==> config.mk <==
export PLATFORM = sky130hd
export DESIGN_NAME = mem_access_unit_flat
export DESIGN_NICKNAME = d
export VERILOG_FILES = /design/src/rtl/mem_access_unit_if.sv /design/src/rtl/mem_access_unit.sv /design/src/flat_wrapper.sv
export SDC_FILE = /design/constraint.sdc
export NUM_CORES = 1
export LEC_CHECK = 0
export ABC_CLOCK_PERIOD_IN_PS = 2100
export CORE_ASPECT_RATIO = 1.4
export CORE_MARGIN = 2
export CORE_UTILIZATION = 40
export CTS_CLUSTER_SIZE = 8
export DETAILED_ROUTE_END_ITERATION = 16
export DONT_BUFFER_PORTS = 1
export GPL_TIMING_DRIVEN = 1
export SYNTH_ARGS = -nofsm -noshare
export SYNTH_HDL_FRONTEND = slang
export SYNTH_SLANG_ARGS = --single-unit
==> constraint.sdc <==
create_clock -name clk -period 2.1 [get_ports clk]
set_input_delay 0.105 -clock clk [delete_from_list [all_inputs] [get_ports clk]]
set_output_delay 0.105 -clock clk [all_outputs]
set_load 0.005 [all_outputs]
==> src/rtl/mem_access_unit_if.sv <==
// Data-memory bus between the MEM-stage initiator and the memory responder.
// The initiator holds m_req with stable address/enables/data until m_ack.
interface mem_access_unit_if;
    logic        m_req;
    logic        m_we;
    logic [31:0] m_addr;
    logic [3:0]  m_be;
    logic [31:0] m_wdata;
    logic        m_ack;
    logic [31:0] m_rdata;

    modport master (
        output m_req,
        output m_we,
        output m_addr,
        output m_be,
        output m_wdata,
        input  m_ack,
        input  m_rdata
    );

    modport slave (
        input  m_req,
        input  m_we,
        input  m_addr,
        input  m_be,
        input  m_wdata,
        output m_ack,
        output m_rdata
    );
endinterface

==> src/rtl/mem_access_unit.sv <==
// MEM-stage load/store unit: converts pipeline accesses into word-aligned req/ack transactions,
// formats load data, and flags misalignment or responder timeout.
module mem_access_unit #(
    parameter int unsigned TIMEOUT = 16,
    parameter int unsigned TCW     = 5
) (
    input  logic              clk,
    input  logic              reset,
    input  logic [31:0]       pc,
    input  logic              rd_en,
    input  logic              wr_en,
    input  logic [1:0]        size,
    input  logic              sext,
    input  logic [31:0]       addr,
    input  logic [31:0]       wdata,
    output logic              stall,
    output logic              done,
    output logic [31:0]       rdata,
    output logic              adel,
    output logic              ades,
    output logic              bus_err,
    mem_access_unit_if.master mem
);

    typedef enum logic [1:0] {StIdle, StWait, StDone} state_e;

    state_e          state_q;
    logic [TCW-1:0]  cnt_q;
    logic            req_q;
    logic            we_q;
    logic [31:0]     addr_q;
    logic [3:0]      be_q;
    logic [31:0]     wdata_q;
    logic [31:0]     rdata_q;
    logic            done_q;
    logic            adel_q;
    logic            ades_q;
    logic            bus_err_q;
    logic [1:0]      ld_size_q;
    logic            ld_sext_q;
    logic [1:0]      ld_off_q;

    logic            acc;
    logic            mis;
    logic [3:0]      be_new;
    logic [31:0]     wdata_new;
    logic [7:0]      lane_b;
    logic [15:0]     lane_h;
    logic [31:0]     rdata_fmt;

    // pc only travels with the instruction; no control depends on it.
    logic unused_pc;
    assign unused_pc = ^pc;

    assign acc = rd_en | wr_en;
    assign mis = ((size == 2'b10) && addr[0]) ||
                 ((size[1] == size[0]) && (addr[1:0] != 2'b00));

    always_comb begin
        be_new    = 4'b1111;
        wdata_new = wdata;
        case (size)
            2'b01: begin
                be_new    = 4'b0001 << addr[1:0];
                wdata_new = {4{wdata[7:0]}};
            end
            2'b10: begin
                be_new    = 4'b0011 << {addr[1], 1'b0};
                wdata_new = {2{wdata[15:0]}};
            end
            default: begin
                be_new    = 4'b1111;
                wdata_new = wdata;
            end
        endcase
    end

    always_comb begin
        lane_b    = mem.m_rdata[{ld_off_q, 3'b000} +: 8];
        lane_h    = mem.m_rdata[{ld_off_q[1], 4'b0000} +: 16];
        rdata_fmt = mem.m_rdata;
        case (ld_size_q)
            2'b01:   rdata_fmt = {{24{ld_sext_q & lane_b[7]}}, lane_b};
            2'b10:   rdata_fmt = {{16{ld_sext_q & lane_h[15]}}, lane_h};
            default: rdata_fmt = mem.m_rdata;
        endcase
    end

    always_ff @(posedge clk) begin
        if (reset) begin
            state_q   <= StIdle;
            cnt_q     <= '0;
            req_q     <= 1'b0;
            we_q      <= 1'b0;
            addr_q    <= '0;
            be_q      <= '0;
            wdata_q   <= '0;
            rdata_q   <= '0;
            done_q    <= 1'b0;
            adel_q    <= 1'b0;
            ades_q    <= 1'b0;
            bus_err_q <= 1'b0;
            ld_size_q <= '0;
            ld_sext_q <= 1'b0;
            ld_off_q  <= '0;
        end else begin
            done_q    <= 1'b0;
            adel_q    <= 1'b0;
            ades_q    <= 1'b0;
            bus_err_q <= 1'b0;
            case (state_q)
                StIdle: begin
                    if (acc && mis) begin
                        adel_q <= ~wr_en;
                        ades_q <= wr_en;
                    end else if (acc) begin
                        req_q     <= 1'b1;
                        we_q      <= wr_en;
                        addr_q    <= {addr[31:2], 2'b00};
                        be_q      <= be_new;
                        wdata_q   <= wdata_new;
                        ld_size_q <= size;
                        ld_sext_q <= sext;
                        ld_off_q  <= addr[1:0];
                        cnt_q     <= '0;
                        state_q   <= StWait;
                    end
                end
                StWait: begin
                    // Ack wins over a timeout firing in the same cycle.
                    if (mem.m_ack) begin
                        if (!we_q) begin
                            rdata_q <= rdata_fmt;
                        end
                        req_q   <= 1'b0;
                        done_q  <= 1'b1;
                        cnt_q   <= '0;
                        state_q <= StDone;
                    end else if (cnt_q == TCW'(TIMEOUT - 1)) begin
                        req_q     <= 1'b0;
                        done_q    <= 1'b1;
                        bus_err_q <= 1'b1;
                        cnt_q     <= '0;
                        state_q   <= StDone;
                    end else begin
                        cnt_q <= cnt_q + TCW'(1);
                    end
                end
                StDone: begin
                    state_q <= StIdle;
                end
                default: begin
                    state_q <= StIdle;
                end
            endcase
        end
    end

    assign stall       = ((state_q == StIdle) && acc && !mis) || (state_q == StWait);
    assign done        = done_q;
    assign rdata       = rdata_q;
    assign adel        = adel_q;
    assign ades        = ades_q;
    assign bus_err     = bus_err_q;
    assign mem.m_req   = req_q;
    assign mem.m_we    = we_q;
    assign mem.m_addr  = addr_q;
    assign mem.m_be    = be_q;
    assign mem.m_wdata = wdata_q;

endmodule
==> src/flat_wrapper.sv <==
// flat-port wrapper written by rule: the top's interface ports become plain ports
module mem_access_unit_flat 
#(
    parameter int unsigned TIMEOUT = 16,
    parameter int unsigned TCW     = 5
)
  (clk, reset, pc, rd_en, wr_en, size, sext, addr, wdata, stall, done, rdata, adel, ades, bus_err, mem_m_req, mem_m_we, mem_m_addr, mem_m_be, mem_m_wdata, mem_m_ack, mem_m_rdata);
  mem_access_unit_if mem_i ();
  input  logic clk;
  input  logic reset;
  input  logic [31:0] pc;
  input  logic rd_en;
  input  logic wr_en;
  input  logic [1:0] size;
  input  logic sext;
  input  logic [31:0] addr;
  input  logic [31:0] wdata;
  output logic stall;
  output logic done;
  output logic [31:0] rdata;
  output logic adel;
  output logic ades;
  output logic bus_err;
  output wire logic [$bits(mem_i.m_req)-1:0] mem_m_req;
  output wire logic [$bits(mem_i.m_we)-1:0] mem_m_we;
  output wire logic [$bits(mem_i.m_addr)-1:0] mem_m_addr;
  output wire logic [$bits(mem_i.m_be)-1:0] mem_m_be;
  output wire logic [$bits(mem_i.m_wdata)-1:0] mem_m_wdata;
  input wire logic [$bits(mem_i.m_ack)-1:0] mem_m_ack;
  input wire logic [$bits(mem_i.m_rdata)-1:0] mem_m_rdata;
  assign mem_m_req = mem_i.m_req;
  assign mem_m_we = mem_i.m_we;
  assign mem_m_addr = mem_i.m_addr;
  assign mem_m_be = mem_i.m_be;
  assign mem_m_wdata = mem_i.m_wdata;
  assign mem_i.m_ack = mem_m_ack;
  assign mem_i.m_rdata = mem_m_rdata;
  mem_access_unit #(.TIMEOUT(TIMEOUT), .TCW(TCW)) u_core (.clk(clk), .reset(reset), .pc(pc), .rd_en(rd_en), .wr_en(wr_en), .size(size), .sext(sext), .addr(addr), .wdata(wdata), .stall(stall), .done(done), .rdata(rdata), .adel(adel), .ades(ades), .bus_err(bus_err), .mem(mem_i));
endmodule
==> qor.json <==
{
  "run_status": {"value": "completed"},
  "synth_async_sr_flop_share": {"value": 0, "unit": "%"},
  "layout_worst_path_cycle_share": {"value": 94.15, "unit": "%"},
  "timing.critical_path.cells": {"value": "nor2_2 -> nand4_1 -> buf_12 -> nand2_1 -> a21oi_1 -> dlygate4sd3_1"},
  "synth.area.top_cells": {"value": "dfxtp_1, nand2_1, o21ai_0"},
  "timing.slew.headroom": {"value": 60.32, "unit": "%"},
  "antenna_violations_before_repair": {"value": 0},
  "min_path_cells": {"value": 2},
  "insertedDiodeCount": {"value": 0},
  "synthAdderAreaFrac": {"value": 1.264, "unit": "%"},
  "wl_per_cell": {"value": 17.79, "unit": "µm"},
  "count_of_clock_tree_sinks": {"value": 116},
  "place_worst_setup_slack": {"value": 0.2160, "unit": "ns"},
  "synth.avg_cell_area": {"value": 8.037, "unit": "µm²"},
  "critical_path.top_delay_family": {"value": "buffers and inverters"},
  "groute.usage.overall": {"value": 22.70, "unit": "%"},
  "path_max_fanout": {"value": 86},
  "total_i_o_pin_count": {"value": 243},
  "critical_path.startpoint_type": {"value": "flop"},
  "synth_simple_gate_area_share": {"value": 21.48, "unit": "%"},
  "grt_max_degree": {"value": 112},
  "floorplan.die.height": {"value": 135.6, "unit": "µm"},
  "iter_0_drt_violations": {"value": 212},
  "flow.area_growth_from_synthesis": {"value": 36.44, "unit": "%"},
  "synth-warning-count": {"value": 0},
  "finalCoreUtilization": {"value": 55.41, "unit": "%"},
  "cp_slowest_cell": {"value": "dlygate4sd3_1"},
  "globalRoute.totalOverflow": {"value": 0},
  "cap_violations": {"value": 0},
  "max-vdd-ir-drop": {"value": 534.0, "unit": "µV"},
  "dr.pass1.iters": {"value": 5},
  "finalSetupViolations": {"value": 0},
  "clkLatencyLatePin": {"value": 0.40, "unit": "ns"},
  "whs_endpoint": {"value": "u_core.rdata[2]"},
  "synth_compound_gate_area_share": {"value": 22.21, "unit": "%"},
  "slowest_delay": {"value": 0.56, "unit": "ns"},
  "synth_seq_area_share": {"value": 46.90, "unit": "%"},
  "clkSlewWorstSetupHoldPaths": {"value": 0.06, "unit": "ns"},
  "static-leakage-power": {"value": 2.506, "unit": "nW"},
  "finish.net_count": {"value": 848},
  "cp_data_arrival_time": {"value": 2.33, "unit": "ns"},
  "crit_path_start": {"value": "u_core.state_q[1]"},
  "hold_path.class": {"value": "in2reg"},
  "place_hpwl": {"value": 9.617, "unit": "mm"},
  "postRouteAntennaNets": {"value": 0},
  "origin_of_the_worst_min_delay_path": {"value": "mem_m_rdata[18]"},
  "worst_pin_slew": {"value": 0.5952, "unit": "ns"},
  "clock.fmax": {"value": 0.5058, "unit": "GHz"},
  "yosys-top-cells-count": {"value": "nand2_1, dfxtp_1, nor2_1, o21ai_0, a21oi_1"},
  "synth-seq-cells": {"value": 116},
  "grt_pass1_wl": {"value": 24.16, "unit": "mm"},
  "report.final.slew_viol_count": {"value": 0},
  "synthesis.area": {"value": 4951, "unit": "µm²"},
  "gp_congestion": {"value": 0.8648},
  "wl": {"value": 15.48, "unit": "mm"},
  "synth.most_common_cell": {"value": "nand2_1"},
  "via_count": {"value": 4823},
  "worst-r2r-setup-slack": {"value": 0.12, "unit": "ns"},
  "final.fill_count": {"value": 1106},
  "tritoncts.num_buffers": {"value": 17},
  "numPlacedInstances": {"value": 728},
  "synth.lib_cells_used.distinct": {"value": 47},
  "drc_errors": {"value": 0},
  "r2r_start": {"value": "u_core.state_q[1]"},
  "post-route-min-period": {"value": 1.977, "unit": "ns"},
  "yosys-mux-area-fraction": {"value": 2.477, "unit": "%"},
  "coreArea": {"value": 12190, "unit": "µm²"},
  "ff2ff_path_depth": {"value": 6},
  "final.setup.worst_slack": {"value": 0.1229, "unit": "ns"},
  "p_total": {"value": 0.006192, "unit": "W"},
  "final_hold_viol_count": {"value": 0},
  "post_synth_edffs": {"value": 0},
  "tritoncts": {"value": "done"},
  "timing.clock.skew": {"value": 0.009461, "unit": "ns"},
  "worst-path-buf-inv": {"value": 2},
  "placementRows": {"value": 48},
  "finalSetupTns": {"value": 0, "unit": "ns"},
  "critical_path.endpoint_type": {"value": "flop"},
  "reg2reg_to": {"value": "u_core.mem.m_wdata[4]"},
  "worstSetupPathType": {"value": "reg2reg"},
  "htree_num_levels": {"value": 4},
  "floorplan.initialDensity": {"value": 40.61, "unit": "%"},
  "grt_pass1_vias": {"value": 4866},
  "yosys.area.top_type": {"value": "dfxtp_1"},
  "final_cell_count_no_fill": {"value": 870},
  "cts_buffer_depth": {"value": 2},
  "total_die_area": {"value": 13300, "unit": "µm²"},
  "synth_xor_xnor_area_share": {"value": 0, "unit": "%"},
  "port_buffers": {"value": 0},
  "synth_ff_type": {"value": "dfxtp_1"},
  "combinational_family_with_the_most_area_after_synthesis": {"value": "compound AO/OA/AOI/OAI gates"},
  "postSynthCellCount": {"value": 616},
  "drt-vias-per-instance": {"value": 5.544},
  "buffer_cell_driving_the_clock_tree_root": {"value": "clkbuf_16"},
  "drive_above_1_share": {"value": 9.028, "unit": "%"},
  "synth_top_area_share": {"value": 46.90, "unit": "%"},
  "cellPowerDensity": {"value": 916.6, "unit": "nW/µm²"},
  "critical_path_required": {"value": 2.45, "unit": "ns"},
  "die_width": {"value": 98.03, "unit": "µm"}
}
[report_power, final]
part / internal, W / leakage, nW / switching (W)
clock network: 0.00169 / 0.268 / 0.00104
logic: 0.000420 / 1.29 / 0.000502
registers: 0.00238 / 0.948 / 0.000155
[repair_timing]
| action | CTS | global route |
|---|---|---|
| hold buffers | 110 | 0 |
| setup endpoints to repair | 0 | 7 |
| endpoints found under the hold margin | 116 | 0 |
| resized for setup | 0 | 3 |
| buffers inserted | 0 | 0 |
[stage by stage]
step           hold slack [ns]  area (µm²)
5_1_grt                0.03332        6755
3_3_place_gp            0.1814        5066
3_5_place_dp            0.1829        5066
2_1_floorplan           0.1808        4955
4_1_cts                0.02221        6748
6_report               0.03870        6755
[worst max path at each step]
stage                       endpoint  slack (ns)  depth (start not counted)
2_1_floorplan       u_core.rdata[21]        0.28                          9
3_3_place_gp         u_core.rdata[3]        0.27                          6
4_1_cts        u_core.mem.m_wdata[2]        0.02                          6
3_5_place_dp         u_core.rdata[1]        0.22                          6
5_1_grt              u_core.cnt_q[1]      -0.006                          5
6_report       u_core.mem.m_wdata[4]        0.12                          6
[registers in the layout, indices dropped and copies added, names as in the netlist]
name                count
u_core.mem.m_be         4
u_core.done             1
u_core.ld_off_q         2
u_core.adel             1
u_core.mem.m_we         1
u_core.bus_err          1
u_core.mem.m_wdata     32
u_core.cnt_q            5
u_core.ld_sext_q        1
u_core.ades             1
u_core.mem.m_addr      30
u_core.mem.m_req        1
u_core.state_q          2
u_core.ld_size_q        2
u_core.rdata           32
[final cells by class]
cell class	count	area, µm²	area share [%]
Tap cell	150	187.7	2.778
Sequential cell	116	2322	34.38
Clock buffer	20	456.7	6.761
Inverter	13	48.80	0.7224
Multi-Input combinational cell	436	2380	35.23
Timing Repair Buffer	123	1254	18.56
Clock inverter	12	106.4	1.574
[layout by cell type, fill, tap and decap left out, drive strengths merged, types with 4 or more instances in the layout]
cell type and count:
a211oi 34, a21oi 51, a221oi 23, buf 14
clkbuf 20, clkinv 6, clkinvlp 4, dfxtp 116
dlygate4sd3 109, ha 5, inv 14, mux2 8
nand2 122, nand3b 17, nor2 67, nor3 15
o21ai 61
[metal layers]
metal / GRT usage, % / wire length [µm] / share of wire, % / vias up
li1: - / - / - / 2329
met1: 24.06 / 5770 / 37 / 2245
met2: 39.84 / 7782 / 50 / 225
met3: 9.133 / 1534 / 9.9 / 24
met4: 9.568 / 388 / 2.5 / 0
met5: 0 / 0 / 0 / -
[worst reg2reg max path: stages, from the launching register on]
cell and delay, ns:
dfxtp_1 0.49, nor2_2 0.12, nand4_1 0.15, buf_12 0.31
nand2_1 0.15, a21oi_1 0.15, dlygate4sd3_1 0.56
[kinds of logic after synthesis]
family / Yosys count
muxes: 10
DFF: 116
and+or+nand+nor: 242
other: 1
buffers and inverters: 65
adders and majority gates: 5
AOI/OAI and AO/OA: 177
Note: power is estimated with default switching activity, not from simulation.
